$ cat src/rtl/serial_arith_pkg.sv
// Shared definitions for the bit-serial arithmetic blocks (adder and subtractor).
//   sa_state_e   : IDLE / SHIFT / DONE control states
//   SA_WIDTH     : default operand width
//   sa_cnt_width : bit-counter width for a given operand width
package serial_arith_pkg;

  typedef enum logic [1:0] {
    IDLE  = 2'd0,
    SHIFT = 2'd1,
    DONE  = 2'd2
  } sa_state_e;

  localparam int unsigned SA_WIDTH = 8;

  // Counter must reach WIDTH-1; guard keeps at least one bit for tiny widths.
  function automatic int unsigned sa_cnt_width(input int unsigned width);
    return (width < 2) ? 1 : $clog2(width);
  endfunction

endpackage

$ cat src/rtl/full_subtractor_bit.sv
// One-bit full subtractor: d = a - b - bin, bout set when the bit underflows.
//   a, b, bin : minuend bit, subtrahend bit, borrow in
//   d, bout   : difference bit, borrow out
module full_subtractor_bit (
  input  logic a,
  input  logic b,
  input  logic bin,
  output logic d,
  output logic bout
);

  always_comb begin
    d    = a ^ b ^ bin;
    bout = (~a & b) | (~(a ^ b) & bin);
  end

endmodule

$ cat src/rtl/serial_subtractor.sv
// Bit-serial subtractor: captures a and b on start, computes a - b LSB-first
// through a single borrow flop, then presents diff/borrow_out with a done pulse.
//   clk, reset  : clock, synchronous active-high reset
//   start       : request, sampled only in IDLE
//   a, b        : minuend / subtrahend, captured on the accepted start edge
//   busy        : high in SHIFT and DONE
//   done        : one-cycle pulse when diff/borrow_out are fresh
//   diff        : a - b modulo 2^WIDTH
//   borrow_out  : unsigned underflow (a < b)
module serial_subtractor
  import serial_arith_pkg::*;
#(
  parameter int unsigned WIDTH = SA_WIDTH
) (
  input  logic             clk,
  input  logic             reset,
  input  logic             start,
  input  logic [WIDTH-1:0] a,
  input  logic [WIDTH-1:0] b,
  output logic             busy,
  output logic             done,
  output logic [WIDTH-1:0] diff,
  output logic             borrow_out
);

  localparam int unsigned CW = sa_cnt_width(WIDTH);

  sa_state_e        state_q, state_d;
  logic [WIDTH-1:0] a_q, a_d;
  logic [WIDTH-1:0] b_q, b_d;
  logic [WIDTH-1:0] r_q, r_d;
  logic             br_q, br_d;
  logic [CW-1:0]    cnt_q, cnt_d;
  logic             busy_d, done_d, borrow_d;
  logic [WIDTH-1:0] diff_d;

  logic d_bit;
  logic bout_bit;
  logic last_bit;

  // Single shared bit slice; operands are presented at bit 0 of the shift regs.
  full_subtractor_bit u_fsb (
    .a    (a_q[0]),
    .b    (b_q[0]),
    .bin  (br_q),
    .d    (d_bit),
    .bout (bout_bit)
  );

  assign last_bit = (cnt_q == CW'(WIDTH - 1));

  // Next-state and datapath update.
  always_comb begin
    state_d  = state_q;
    a_d      = a_q;
    b_d      = b_q;
    r_d      = r_q;
    br_d     = br_q;
    cnt_d    = cnt_q;
    diff_d   = diff;
    borrow_d = borrow_out;
    busy_d   = 1'b0;
    done_d   = 1'b0;

    case (state_q)
      IDLE: begin
        if (start) begin
          a_d     = a;
          b_d     = b;
          r_d     = '0;
          br_d    = 1'b0;
          cnt_d   = '0;
          state_d = SHIFT;
        end
      end
      SHIFT: begin
        a_d   = a_q >> 1;
        b_d   = b_q >> 1;
        r_d   = {d_bit, r_q[WIDTH-1:1]};
        br_d  = bout_bit;
        cnt_d = cnt_q + CW'(1);
        // Publish only on the final bit so partial results never show.
        if (last_bit) begin
          diff_d   = {d_bit, r_q[WIDTH-1:1]};
          borrow_d = bout_bit;
          state_d  = DONE;
        end
      end
      DONE: begin
        state_d = IDLE;
      end
      default: begin
        state_d = IDLE;
      end
    endcase

    // Status flags registered from the upcoming state.
    busy_d = (state_d != IDLE);
    done_d = (state_d == DONE);
  end

  // State and datapath registers.
  always_ff @(posedge clk) begin
    if (reset) begin
      state_q    <= IDLE;
      a_q        <= '0;
      b_q        <= '0;
      r_q        <= '0;
      br_q       <= 1'b0;
      cnt_q      <= '0;
      busy       <= 1'b0;
      done       <= 1'b0;
      diff       <= '0;
      borrow_out <= 1'b0;
    end else begin
      state_q    <= state_d;
      a_q        <= a_d;
      b_q        <= b_d;
      r_q        <= r_d;
      br_q       <= br_d;
      cnt_q      <= cnt_d;
      busy       <= busy_d;
      done       <= done_d;
      diff       <= diff_d;
      borrow_out <= borrow_d;
    end
  end

endmodule
$ cat config.mk
export PLATFORM = sky130hd
export DESIGN_NAME = serial_subtractor
export DESIGN_NICKNAME = d
export VERILOG_FILES = /design/src/rtl/serial_arith_pkg.sv /design/src/rtl/full_subtractor_bit.sv /design/src/rtl/serial_subtractor.sv
export SDC_FILE = /design/constraint.sdc
export NUM_CORES = 1
export LEC_CHECK = 0
export CAP_MARGIN = 20
export CORE_UTILIZATION = 50
export CTS_BUF_LIST = sky130_fd_sc_hd__clkbuf_4 sky130_fd_sc_hd__clkbuf_8 sky130_fd_sc_hd__clkbuf_16
export CTS_CLUSTER_DIAMETER = 150
export DETAILED_ROUTE_END_ITERATION = 8
export PLACE_DENSITY = 0.78
export SLEW_MARGIN = 20
export SYNTH_ARGS = -nofsm -noshare
export SYNTH_HDL_FRONTEND = slang
export SYNTH_SLANG_ARGS = --single-unit
$ cat constraint.sdc
create_clock -name clk -period 2.5 [get_ports clk]
set_clock_uncertainty 0.2 [all_clocks]
set_input_delay 0.375 -clock clk [delete_from_list [all_inputs] [get_ports clk]]
set_output_delay 0.375 -clock clk [all_outputs]
set_load 0.05 [all_outputs]
# ---- After elaboration in Yosys (flattened, before gate mapping)
# Cells that the tools add are included.
dict set report classes {
  reduce_logical 5
  eq_ne 4
  addsub 1
  bitwise_logic 7
  mux 13
}
# op count
set op_table {}
lappend op_table {{$pmux 8 s2} 3}
lappend op_table {{$mux 8} 3}
lappend op_table {{$pmux 3 s2} 1}
lappend op_table {{$mux 2} 2}
lappend op_table {{$pmux 2 s2} 1}
lappend op_table {{$reduce_and 2->1} 2}
lappend op_table {{$reduce_bool 2->1} 2}
lappend op_table {{$add 3x1->3 const B} 1}
lappend op_table {{$eq 3x3->1 const B} 1}
lappend op_table {{$mux 3} 1}
lappend op_table {{$and 1x1->1} 2}
lappend op_table {{$eq 2x1->1 const B} 1}
lappend op_table {{$eq 2x2->1 const B} 1}
lappend op_table {{$logic_not 2->1} 1}
lappend op_table {{$ne 2x2->1 const B} 1}
lappend op_table {{$not 1->1} 2}
lappend op_table {{$pmux 1 s2} 1}
lappend op_table {{$xor 1x1->1} 2}
lappend op_table {{$mux 1} 1}
lappend op_table {{$or 1x1->1} 1}
dict set report totals {
  inputBits 19
  word_cells 40
  out_inout_bits 11
  register_bits 41
}

# ---- Depth between registers and ports, before layout
dict set report depth {
  ltp_word 5
  ltp_mapped 6
  mapped_depth_nobuf 5
}

# ---- By module
# Synthesis repeated with hierarchy kept, for this count alone.
dict set report unflattened {
  hier_cells 164
  hier_area_um2 1625.3
}
# module instances area_per_inst_um2 cells_each seq_area_each_um2
set modules_own_cells {}
lappend modules_own_cells {serial_subtractor 1 1594.0 160 800.8}
lappend modules_own_cells {full_subtractor_bit 1 31.3 4 0.0}

# ---- Worst setup path after synthesis
# Ideal clock, no wire load.
dict set report synth_timing {
  path_type {register -> register}
  startpoint {register cnt_q[0]}
  endpoint {register borrow_out}
  arrival_ns 1.202
  slack_ns 1.011
  path_buffers 1
  setup_ns 0.086
  synth_period_minus_slack_ns 1.489
  path_stages_with_launch 6
  t_required_ns 2.214
  cell_sequence {dfxtp_1 -> ha_1 -> ha_1 -> and3b_1 -> buf_2 -> a211oi_1}
}
dict set report synth_between {
  elab_chain_len 2
}
# element line
set synth_lines {}
lappend synth_lines {{from (decl)} serial_subtractor.sv:33} ;# logic [CW-1:0] cnt_q, cnt_d;
lappend synth_lines {{from (signal assigned)} serial_subtractor.sv:121} ;# cnt_q <= cnt_d;
lappend synth_lines {{$eq 3x3->1} serial_subtractor.sv:50} ;# assign last_bit = (cnt_q == CW'(WIDTH - 1));
lappend synth_lines {{$reduce_and 2->1 (no source line)} --}
lappend synth_lines {{to (signal assigned)} serial_subtractor.sv:125} ;# borrow_out <= borrow_d;
lappend synth_lines {{to (decl)} serial_subtractor.sv:23} ;# output logic borrow_out
# Every way passes these cells.
# A chain may end at the register's enable or synchronous reset.

# ---- Worst setup path after layout
dict set report layout_timing {
  startpoint {register diff[1]}
  endpoint {output port diff[1]}
}
# element line
set layout_rtl {}
lappend layout_rtl {{from (decl)} serial_subtractor.sv:22} ;# output logic [WIDTH-1:0] diff,
lappend layout_rtl {{from (signal assigned)} serial_subtractor.sv:124} ;# diff <= diff_d;
# No word-level cell between the ends.

==> results_dict.tcl <==
set metrics [dict create \
    ant_nets 0 \
    gr-usage-met2_pct 29.38 \
    dp_hpwl_um 1938 \
    hp-class "reg2reg" \
    synthMuxAreaShare_pct 9.224 \
    drv_cap 0 \
    row_count 20 \
    layout_commonest_cell "dfxtp_1" \
    clock-sinks 40 \
    use_met1_pct 21.98 \
    worstReg2RegStart "state_q[0]$_SDFF_PP0_" \
    cts_buffers 5 \
    slew_headroom_pct 50.36 \
    synthesis.nets 187 \
    grt_max_degree 41 \
    outcome "complete, no violations" \
    die_area_mm2 0.003488 \
    cp_slowest_cell "clkdlybuf4s50_1" \
    drive_above_1_share_pct 11.40 \
    antenna_found_initial 0 \
    synth.yosys.seq_area_share_pct 49.19 \
    grt_pass1_vias 1098 \
    areaGrowthSynthToFinish_pct 21.06 \
    track_usage_pct 17.74 \
    fp.coreArea_mm2 0.003078 \
    setup_viol 0 \
    worst_slack_ns 0.4237 \
    reg2reg_slack_ns 0.67 \
    gp_congestion 0.7172 \
    rsz0062_at_grt "no" \
    ios 30 \
    holdBufCountCts 0 \
    critPathMaxFanout 2 \
    synth-simple-area-share_pct 13.30 \
    setup_tns_ns 0 \
    mostFrequentLayoutCells "40 x dfxtp_1, 31 x nor2_1, 29 x clkdlybuf4s50_1, 16 x nand2_1, 15 x mux2i_1" \
    die-height_um 59.06 \
    drt_wl_total_um 2736 \
    nets 215 \
    cp.required_ns 1.92 \
    start_util_pct 52.89 \
    wl_per_cell_um 11.54 \
    p_leak_uw 0.0007288 \
    drt_iter0_markers 60 \
    cts_setup_buffers 0 \
    drv_slew 0 \
    synth_top_family_by_area "compound AO/OA/AOI/OAI gates" \
    die_width_um 59.06 \
    hold_path_end "diff[6]$_SDFFE_PP0P_" \
    ctsRootBufferMaster "clkbuf_4" \
    vdd.ir_drop.worst_v 0.0003663 \
    syn_area_mm2 0.001628 \
    clk_latency_ns 0.34 \
    worstSetupPathType "reg2out" \
    synth-compound-area-share_pct 19.52 \
    crit_family "buffers and inverters" \
    reg2reg_to "r_q[5]$_SDFFE_PP0P_" \
    crit_chain "clkdlybuf4s50_1" \
    synthDistinctLibCells 23 \
    synth-xor-area-share_pct 0 \
    hold_violations 0 \
    design_area_mm2 0.001971 \
    powerDensity_mw_per_mm2 572.6 \
    path_clk_slew_ns 0.11 \
    grt_use_met3_pct 5.895 \
    vias 1191 \
    total_power_uw 1128 \
    end_kind "primary output" \
    min_delay_path_depth 2 \
    yosysWarnings 0 \
    syn_inst 165 \
    place_ws_ns 0.3565 \
    clk_path_buf_depth 2 \
    top_usage_layer "met2" \
    firstDrtPassIters 4 \
    fin_crit_sh_pct 83.05 \
    syn-mean-instance-area_um2 9.866 \
    tritoncts "done" \
    cts_max_level 2 \
    synthAdderAreaFrac_pct 2.767 \
    avgViaCountPerCell 5.025 \
    synth_seq_cells 40 \
    placed_area_mm2 0.001921 \
    diodes 0 \
    grt_overflow 0 \
    min_period_ns 2.076 \
    tightestPinTransition_ns 0.7430 \
    worst_ep_arrival_time_ns 1.50 \
    crit_buf_inv 1 \
    timing.fmax_ghz 0.4816 \
    slowest_delay_ns 0.81 \
    holdCritStartpoint "diff[6]$_SDFFE_PP0P_" \
    drc_errors 0 \
    grt_pass1_wl_um 4671 \
    io_buffers 29 \
    postCtsResizedCells 0 \
    worstSetupStartpointType "register" \
    worstRegToRegCells 4 \
]
-- registers in the layout, indices dropped and copies added (netlist names) --
name	count
done	1
cnt_q	3
b_q	8
diff	8
a_q	8
borrow_out	1
state_q	2
br_q	1
busy	1
r_q	7
-- metal layers --
layer,part of all wire (%),wire length (um)
met1,49,1340
met2,45,1223
met3,5.4,148
met4,0.88,24
met5,0,0
-- cell families after synthesis --
logic type | Yosys count
simple gates | 53
flops | 40
compound gates | 38
buf+inv | 16
mux | 15
fa+ha+maj | 3
-- worst max path at each step --
stage,slack [ns],cells after the start,endpoint,start
after global routing,0.37,1,diff[6],diff[6]$_SDFFE_PP0P_
after detailed placement,0.36,4,b_q[2]$_SDFFE_PP0P_,start
after global placement,0.44,4,a_q[1]$_SDFFE_PP0P_,start
after CTS,0.41,1,diff[1],diff[1]$_SDFFE_PP0P_
after floorplan,1.01,5,borrow_out$_SDFFE_PP0P_,cnt_q[0]$_SDFFE_PP0P_
final,0.42,1,diff[1],diff[1]$_SDFFE_PP0P_
-- cell usage after synthesis (all sizes together) --
cell type	number	area [um^2]
o21ba	1	10.01
nand2	16	60.06
fa	1	20.02
nor3b	1	7.510
nor3	2	10.01
o21bai	1	7.510
a211oi	16	170.2
nor2b	1	6.260
nor2	31	116.4
buf	9	71.31
nand3b	1	7.510
clkbuf	3	11.26
dfxtp	40	800.8
inv	4	15.01
and3b	1	8.760
mux2i	15	150.1
ha	2	25.02
a22oi	12	90.09
a21oi	8	40.04
-- per-stage QoR --
stage / hold slack (ns) / cells / utilization (%)
2_1_floorplan: 0.2316 / 165 / -
3_3_place_gp: 0.2440 / 230 / 62.40
3_5_place_dp: 0.2500 / 230 / 62.40
4_1_cts: 0.2662 / 237 / 64.02
5_1_grt: 0.2843 / 237 / 64.02
6_report: 0.2620 / 237 / 64.02
-- report_power, final --
group	switching (uW)	total (uW)	leakage [uW]	internal (uW)
combinational	75.3	150	0.000375	74.7
clock	196	298	0.0000271	103
sequential	14.7	680	0.000327	665
-- worst register-to-register path, delay by kind of cell, from the launching register on --
| family | cells | cell delay, ns |
|---|---|---|
| flip-flops | 1 | 0.37 |
| AO/OA/AOI/OAI | 1 | 0.20 |
| AND/OR/NAND/NOR | 2 | 0.77 |
| buffers and inverters | 1 | 0.23 |
-- layout make-up --
class / instances / area [um^2]
Fill cell: 263 / 1107
Sequential cell: 40 / 800.8
Multi-Input combinational cell: 109 / 729.5
Timing Repair Buffer: 33 / 320.3
Tap cell: 44 / 55.05
Clock buffer: 5 / 37.54
Inverter: 4 / 15.01
Clock inverter: 2 / 12.51
(Power assumes the default switching activity.)
